===== src/rtl/shift_left_iterative.sv =====
// Multi-cycle logical left shifter: one bit position per clock, done pulse on completion,
// result held until the next accepted start, last shifted-out bit reported on carry_out.
module shift_left_iterative #(
    parameter int WIDTH = 32
) (
    input  logic             clock,
    input  logic             reset,
    input  logic             start,
    input  logic [WIDTH-1:0] data_in,
    input  logic [31:0]      shift_amount,
    output logic [WIDTH-1:0] data_out,
    output logic             carry_out,
    output logic             busy,
    output logic             done
);

    localparam int CW = $clog2(WIDTH) + 1;
    localparam logic [CW-1:0] SAT_COUNT = CW'(WIDTH);
    localparam logic [31:0]   WIDTH_32  = 32'(WIDTH);

    localparam logic [1:0] IDLE  = 2'd0;
    localparam logic [1:0] SHIFT = 2'd1;
    localparam logic [1:0] DONE  = 2'd2;

    logic [1:0]       state;
    logic [WIDTH-1:0] work;
    logic [CW-1:0]    count;
    logic [CW-1:0]    start_count;

    // Amounts of WIDTH or more saturate; shifting WIDTH times already clears the word.
    always_comb begin
        start_count = shift_amount[CW-1:0];
        if (shift_amount >= WIDTH_32) begin
            start_count = SAT_COUNT;
        end
    end

    always_ff @(posedge clock or posedge reset) begin
        if (reset) begin
            state     <= IDLE;
            work      <= '0;
            count     <= '0;
            carry_out <= 1'b0;
        end else begin
            case (state)
                IDLE: begin
                    if (start) begin
                        work      <= data_in;
                        count     <= start_count;
                        carry_out <= 1'b0;
                        state     <= (start_count != '0) ? SHIFT : DONE;
                    end
                end
                SHIFT: begin
                    carry_out <= work[WIDTH-1];
                    work      <= {work[WIDTH-2:0], 1'b0};
                    count     <= count - 1'b1;
                    if (count == CW'(1)) begin
                        state <= DONE;
                    end
                end
                DONE: begin
                    state <= IDLE;
                end
                default: begin
                    state <= IDLE;
                end
            endcase
        end
    end

    assign data_out = work;
    assign busy     = (state == SHIFT);
    assign done     = (state == DONE);

endmodule


===== config.mk =====
export PLATFORM = sky130hd
export DESIGN_NAME = shift_left_iterative
export DESIGN_NICKNAME = d
export VERILOG_FILES = /design/src/rtl/shift_left_iterative.sv
export SDC_FILE = /design/constraint.sdc
export NUM_CORES = 1
export LEC_CHECK = 0
export CORE_MARGIN = 2
export CORE_UTILIZATION = 40
export DETAILED_ROUTE_END_ITERATION = 7
export GPL_ROUTABILITY_DRIVEN = 0
export PLACE_DENSITY = 0.9
export SLEW_MARGIN = 10
export SYNTH_ARGS = -nofsm -noshare
export SYNTH_HDL_FRONTEND = slang
export SYNTH_SLANG_ARGS = --single-unit

===== constraint.sdc =====
create_clock -name clock -period 1.97 [get_ports clock]
set_input_delay 0.197 -clock clock [delete_from_list [all_inputs] [get_ports clock]]
set_output_delay 0.197 -clock clock [all_outputs]
set_load 0.005 [all_outputs]

==> results of run 1 <==
-- sequential cells by signal, summed over array words and instances (netlist names) --
| register | flops |
|---|---|
| count | 6 |
| carry_out | 1 |
| data_out | 32 |
| state | 2 |
-- synth_stat cells (2+ instances only) --
cell type | instances | area (um^2)
sky130_fd_sc_hd__buf_4 | 3 | 22.5
sky130_fd_sc_hd__buf_2 | 3 | 15.0
sky130_fd_sc_hd__a21o_1 | 4 | 30.0
sky130_fd_sc_hd__nor2_1 | 6 | 22.5
sky130_fd_sc_hd__dfrtp_1 | 41 | 1030
sky130_fd_sc_hd__a21oi_1 | 6 | 30.0
sky130_fd_sc_hd__inv_1 | 4 | 15.0
sky130_fd_sc_hd__o21ai_1 | 6 | 30.0
sky130_fd_sc_hd__nor4_2 | 4 | 50.1
sky130_fd_sc_hd__nor3b_1 | 2 | 15.0
sky130_fd_sc_hd__clkbuf_1 | 5 | 18.8
sky130_fd_sc_hd__o21ai_0 | 28 | 140
sky130_fd_sc_hd__nand2_1 | 37 | 139
sky130_fd_sc_hd__ha_1 | 2 | 25.0
sky130_fd_sc_hd__nor3_1 | 2 | 10.0
sky130_fd_sc_hd__mux2i_1 | 31 | 310
sky130_fd_sc_hd__nor4_1 | 2 | 12.5
-- power by group through the flow --
| stage | registers [mW] | logic [mW] | clock network, mW |
|---|---|---|---|
| 6_report | 1.59 | 2.07 | 0.701 |
| 2_1_floorplan | 1.56 | 1.05 | 0 |
| 5_1_grt | 1.65 | 2.30 | 0.748 |
| 3_3_place_gp | 1.59 | 2.02 | 0 |
| 3_5_place_dp | 1.60 | 2.09 | 0 |
| 4_1_cts | 1.59 | 2.09 | 0.714 |
-- tightest hold or removal path, cell delays in order --
cell and delay, ns:
sky130_fd_sc_hd__clkdlybuf4s50_1 0.42, sky130_fd_sc_hd__inv_2 0.07, sky130_fd_sc_hd__buf_12 0.23
-- worst paths after layout --
path | slack, ns | from | end
max in group asynchronous | 1.50 | reset | data_out[31]
max | 0.09 | state[0] | busy
min reg2reg | 0.51 | data_out[25] | data_out[25]
min in group clock | 0.51 | data_out[25] | data_out[25]
min | 0.26 | reset | data_out[21]
max reg2reg | 0.42 | state[0] | state[1]
-- cells by family (layout without fill, tap and decap cells) --
kind of cell             after synthesis  count (layout)  share of synthesized area, %
buffers and inverters                 16             119                          3.75
flip-flops                            41              41                          49.6
AO/OA/AOI/OAI                         53              53                          15.1
multiplexers                          31              31                          15.0
AND/OR/NAND/NOR                       60              60                          14.9
adder cells (fa/ha/maj)                2               2                          1.21
XOR/XNOR                               1               1                         0.424
-- routing by layer --
metal	part of all wire [%]	track usage [%]	up-vias
li1	-	-	924
met1	40	20.4	881
met2	50	33.5	79
met3	9.2	5.16	6
met4	0.74	4.68	0
met5	0	0	-
-- area by class of cell --
cell class,instances,area (um^2),share of cell area (%)
repair buffers,106,1070,32.5
flip-flops and latches,41,1030,31.0
well taps,70,87.6,2.65
clock buffers,6,82.6,2.50
multi-input cells,147,978,29.6
clock inverters,2,37.5,1.14
inverters,5,21.3,0.643
-- through the flow --
step / instance area, um^2 / utilization [%] / hold slack [ns] / setup slack (ns) / total power [mW]
floorplan: 2070 / - / 0.313 / 0.585 / 2.61
global placement: 3180 / 63.1 / 0.488 / 0.183 / 3.60
detailed placement: 3180 / 63.1 / 0.495 / 0.0362 / 3.69
CTS: 3300 / 65.5 / 0.258 / 0.0179 / 4.40
global route: 3310 / 65.6 / 0.268 / 0.0235 / 4.69
finish: 3310 / 65.6 / 0.255 / 0.0932 / 4.36
-- what timing repair did --
| item | in CTS | in global routing |
|---|---|---|
| buffers inserted | 0 | 0 |
| resized for setup | 0 | 1 |
| endpoints found under the setup margin | 0 | 1 |
==> run_results.csv, run 1 <==
group,metric,value,unit
run_status,status,"finished clean",
setup_path,timing.critical_path.buf_inv,2,
power_and_ir_drop,netSwitchingFraction,33.7,%
timing,skew,0.00923,ns
finish,drive_gt1_share,7.49,%
placement,placed_insts,369,
placement,place.port_buffers,101,
timing,fmax,0.533,GHz
floorplanning,die_area,5760,um^2
logic_synthesis,syn_inst,204,
clock_tree,cts.htree.levels,2,
setup_path,logic_depth_of_the_worst_setup_path_including_buffers,3,
drt,drtAntennaViolNets,0,
floorplanning,initial_core_util,41.0,%
setup_path,crit_type,"register to output pin",
drt,drt_wl_total,5400,um
setup_path,worstSetupStartpointType,"register",
global_routing,grt-ovfl-total,0,
setup_path,slowest_delay,0.54,ns
floorplanning,rows,26,
clock_tree,holdBufCountCts,0,
setup_path,critPathTopFamily,"buffers and inverters",
power_and_ir_drop,pwr-share-clk,16.1,%
power_and_ir_drop,seq_power_share,36.5,%
finish,count_of_fill_cells_added_during_filler_insertion,410,
finish,areaGrowthSynthToFinish,60.0,%
drt,avgViaCountPerCell,5.01,
setup_path,worstPathMaxFanout,12,
finish,layout_commonest_cell,"sky130_fd_sc_hd__clkdlybuf4s50_1",
global_routing,overall_routing_resource_usage,18.2,%
clock_tree,cts.sink_count,41,
power_and_ir_drop,share_comb_of_total_power,47.4,%
logic_synthesis,synthFlopType,"sky130_fd_sc_hd__dfrtp_1",
timing,grt_setup_unrepaired,"no",
finish,mostFrequentLayoutCells,"sky130_fd_sc_hd__clkdlybuf4s50_1, sky130_fd_sc_hd__dfrtp_1, sky130_fd_sc_hd__nand2_1",
logic_synthesis,ys_seq_elements,41,
drt,drt_iter0_markers,177,
setup_path,data_required_critical_path,1.77,ns
clock_tree,cts_tree,"done",
setup_path,worstPathArrival,1.68,ns
global_routing,number_of_global_route_vias_before_repair,1847,
logic_synthesis,ys_async_sr_fraction,100,%
finish,final_net_count,375,
drt,detail_route.drc_violations,0,
clock_tree,cts_inserted_buffers,5,
power_and_ir_drop,ir_worst_vdd,0.741,mV
power_and_ir_drop,p_switching,1.47,mW
drt,detail_route.wl_per_cell,14.3,um
placement,detailed_place_hpwl,4110,um
logic_synthesis,synth_edf_count,0,
timing,final_setup_vio_count,0,
timing,setup-tns-final,0,ns
clock_tree,cts_root_buf,"sky130_fd_sc_hd__clkbuf_8",
setup_path,timing.critical_path.slowest_stage_cell,"sky130_fd_sc_hd__dfrtp_1",
hold_path,worst_hold_path_type,"input port to asynchronous set/reset pin",
timing,final-max-slew-violation-count,0,
timing,fin_crit,1.88,ns
power_and_ir_drop,powerDensity,1320,nW/um^2
floorplanning,die_w,75.9,um
power_and_ir_drop,power_leakage,1.37,nW
finish,finalNonFillerCells,377,
timing,report.final.hold_viol_count,0,
global_routing,grt_pass1_wl,8000,um
finish,antenna_cells,0,
setup_path,crit_chain,"nand2b_4 -> inv_4 -> clkdlybuf4s50_1",
clock_tree,cts.reportedPaths.clkPinSlew,0.09,ns
global_routing,antenna_found_initial,0,
drt,drtPass1Iterations,4,
logic_synthesis,synth-seq-area-share,49.6,%
floorplanning,floorplan.io_pins,102,
drt,dr_total_vias,1890,
timing,worst_slew_pin_slew,0.426,ns
clock_tree,clk_path_buf_depth,2,
job,maxCapViolCount,0,
logic_synthesis,mappedNetlistNets,273,
floorplanning,coreArea,5040,um^2
setup_path,timing.critical_path.to_type,"output pin",
logic_synthesis,syn_area_per_cell,10.1,um^2
floorplanning,fp.dieH,75.9,um
logic_synthesis,cell_area_after_synthesis,2070,um^2
power_and_ir_drop,cellInternalPower,2.89,mW
setup_path,timing.reg2reg.worst_path_depth,4,
logic_synthesis,ys_warnings,0,
logic_synthesis,post_synth_num_cell_types,35,
clock_tree,insertion_delay,0.29,ns
global_routing,largest_net_degree_at_the_start_of_global_routing,47,
timing,slew_headroom,71.4,%
timing,final.period_utilization,95.3,%
No activity file was read; power rests on OpenSTA's default activity.
==> run 2, diff against run 1 <==
==> constraint.sdc (replaced) <==
create_clock -name clock -period 1.97 [get_ports clock]
set_input_delay 0.394 -clock clock [delete_from_list [all_inputs] [get_ports clock]]
set_output_delay 0.394 -clock clock [all_outputs]
set_load 0.005 [all_outputs]
==> run_results.csv, run 2 (same netlist as run 1, synthesis figures left out) <==
group,metric,value,unit
setup_path,worstReg2RegStart,"count[0]",
finish,layout_commonest_cell,"sky130_fd_sc_hd__clkdlybuf4s50_1",
placement,detailed_place_hpwl,4090,um
floorplanning,floorplan.io_pins,102,
timing,final-max-slew-violation-count,0,
global_routing,antenna_found_initial,0,
timing,report.final.hold_viol_count,0,
floorplanning,fp.dieH,75.9,um
finish,antenna_cells,0,
drt,avgViaCountPerCell,5.04,
clock_tree,cts.sink_count,41,
floorplanning,initial_core_util,41.0,%
global_routing,globalRoute.busiestLayer,"met2",
drt,drt_iter0_markers,108,
setup_path,worstPathMaxFanout,4,
run_status,status,"finished clean",
finish,final_net_count,375,
drt,dr_total_vias,1901,
finish,count_of_fill_cells_added_during_filler_insertion,406,
setup_path,slowest_delay,0.49,ns
setup_path,timing.critical_path.to_type,"output pin",
setup_path,crit_type,"register to output pin",
setup_path,timing.critical_path.slowest_stage_cell,"sky130_fd_sc_hd__clkdlybuf4s50_1",
finish,multi_input_comb_area,973,um^2
timing,final_setup_vio_count,0,
setup_path,setup.reg_to_reg.worst_slack,0.28,ns
timing,fin_crit,1.87,ns
clock_tree,clk_path_buf_depth,2,
clock_tree,insertion_delay,0.29,ns
floorplanning,die_area,5760,um^2
global_routing,grt-ovfl-total,0,
clock_tree,cts.reportedPaths.clkPinSlew,0.08,ns
drt,detail_route.drc_violations,0,
hold_path,worst_hold_path_type,"input port to asynchronous set/reset pin",
setup_path,crit_chain,"nand2b_2 -> inv_4 -> clkdlybuf4s50_1",
floorplanning,rows,26,
clock_tree,cts_inserted_buffers,5,
setup_path,worst_r2r_endpoint,"count[4]",
global_routing,grt_util_met2,33.1,%
timing,grt_setup_unrepaired,"no",
clock_tree,number_of_buffers_inserted_by_post_cts_setup_repair,0,
timing,final.period_utilization,95.1,%
power_and_ir_drop,power_leakage,1.37,nW
global_routing,grt_pass1_wl,8270,um
timing,worst_slew_pin_slew,0.444,ns
finish,largest_register_ffs,32,
timing,slew_headroom,70.2,%
floorplanning,coreArea,5040,um^2
placement,placed_insts,369,
setup_path,worstSetupStartpointType,"register",
global_routing,number_of_global_route_vias_before_repair,1829,
floorplanning,die_w,75.9,um
finish,final_cell_utilization_of_the_core,65.5,%
finish,areaGrowthSynthToFinish,59.7,%
setup_path,timing.reg2reg.worst_path_depth,6,
drt,drt_wl_total,5490,um
clock_tree,cts_tree,"done",
setup_path,data_required_critical_path,1.58,ns
drt,drtAntennaViolNets,0,
global_routing,met1_usage,22.4,%
clock_tree,cts_root_buf,"sky130_fd_sc_hd__clkbuf_8",
clock_tree,cts.htree.levels,2,
power_and_ir_drop,powerDensity,1330,nW/um^2
finish,mostFrequentLayoutCells,"sky130_fd_sc_hd__clkdlybuf4s50_1, sky130_fd_sc_hd__dfrtp_1, sky130_fd_sc_hd__nand2_1",
drt,detail_route.wl_per_cell,14.6,um
global_routing,met3_usage,6.61,%
clock_tree,post_cts_resize_count,0,
timing,fmax,0.534,GHz
finish,drive_gt1_share,7.49,%
global_routing,overall_routing_resource_usage,19.2,%
global_routing,largest_net_degree_at_the_start_of_global_routing,41,
placement,place.port_buffers,101,
job,maxCapViolCount,0,
clock_tree,holdBufCountCts,0,
timing,skew,0.00420,ns
finish,finalNonFillerCells,377,
setup_path,worstPathArrival,1.48,ns
drt,drtPass1Iterations,4,
finish,final-seq-area,1030,um^2
power_and_ir_drop,ir_worst_vdd,0.792,mV
-- run 2: changes by cell type in the layout (fill, tap and decap cells not counted) --
| cell | previous run | this run |
|---|---|---|
| sky130_fd_sc_hd__nand2b_2 | 0 | 1 |
| sky130_fd_sc_hd__nand2b_4 | 1 | 0 |
-- run 2: worst max-delay path by stage --
| stage | from | end | slack, ns | cells past startpoint |
|---|---|---|---|---|
| after global routing | state[0] | busy | 0.03 | 3 |
| after global placement | shift_amount[28] | count[4] | -0.007 | 5 |
| after detailed placement | shift_amount[28] | count[4] | -0.04 | 5 |
| after CTS | state[1] | busy | 0.08 | 3 |
| final | state[1] | busy | 0.1 | 3 |
| after floorplan | shift_amount[28] | count[4] | 0.57 | 4 |
-- run 2: per-layer routing --
metal | routed length (um) | up-vias
li1 | - | 924
met1 | 2150 | 869
met4 | 125 | 0
met3 | 566 | 15
met2 | 2650 | 93
met5 | 0 | -
-- run 2: power by group --
| part | internal (mW) | switching [mW] |
|---|---|---|
| Sequential | 1.25 | 0.346 |
| Combinational | 1.23 | 0.860 |
| Clock | 0.412 | 0.298 |
| Total | 2.89 | 1.50 |
-- run 2: stage by stage --
step	hold slack (ns)	cell area [um^2]	total power, mW	setup TNS [ns]	worst slack, ns
4_1_cts	0.410	3300	4.44	0	0.0812
5_1_grt	0.440	3300	4.74	0	0.0286
2_1_floorplan	0.493	2070	2.61	0	0.565
6_report	0.398	3300	4.39	0	0.0965
3_3_place_gp	0.487	3180	3.61	-0.00705	-0.00705
3_5_place_dp	0.499	3180	3.70	-0.158	-0.0423
-- run 2: worst max-delay path: cells and delay by family (launching register included) --
| family | cells | cell delay (ns) |
|---|---|---|
| buffers and inverters | 2 | 0.56 |
| DFF | 1 | 0.42 |
| and+or+nand+nor | 1 | 0.22 |
-- run 2: area by class of cell --
type	count	share of cell area [%]
clock inverter	2	1.14
multi-input combinational	147	29.5
clock buffer	6	2.50
timing repair buffer	106	32.5
tap	70	2.65
inverter	5	0.644
sequential	41	31.1
==> run 3, diff against run 2 <==
--- a/config.mk
+++ b/config.mk
@@ -5,6 +5,7 @@
 export SDC_FILE = /design/constraint.sdc
 export NUM_CORES = 1
 export LEC_CHECK = 0
+export ABC_AREA = 0
 export CORE_MARGIN = 2
 export CORE_UTILIZATION = 40
 export DETAILED_ROUTE_END_ITERATION = 7
==> results of run 3 <==
Same layout as run 2: the final DEF is identical, and so are final timing and power.
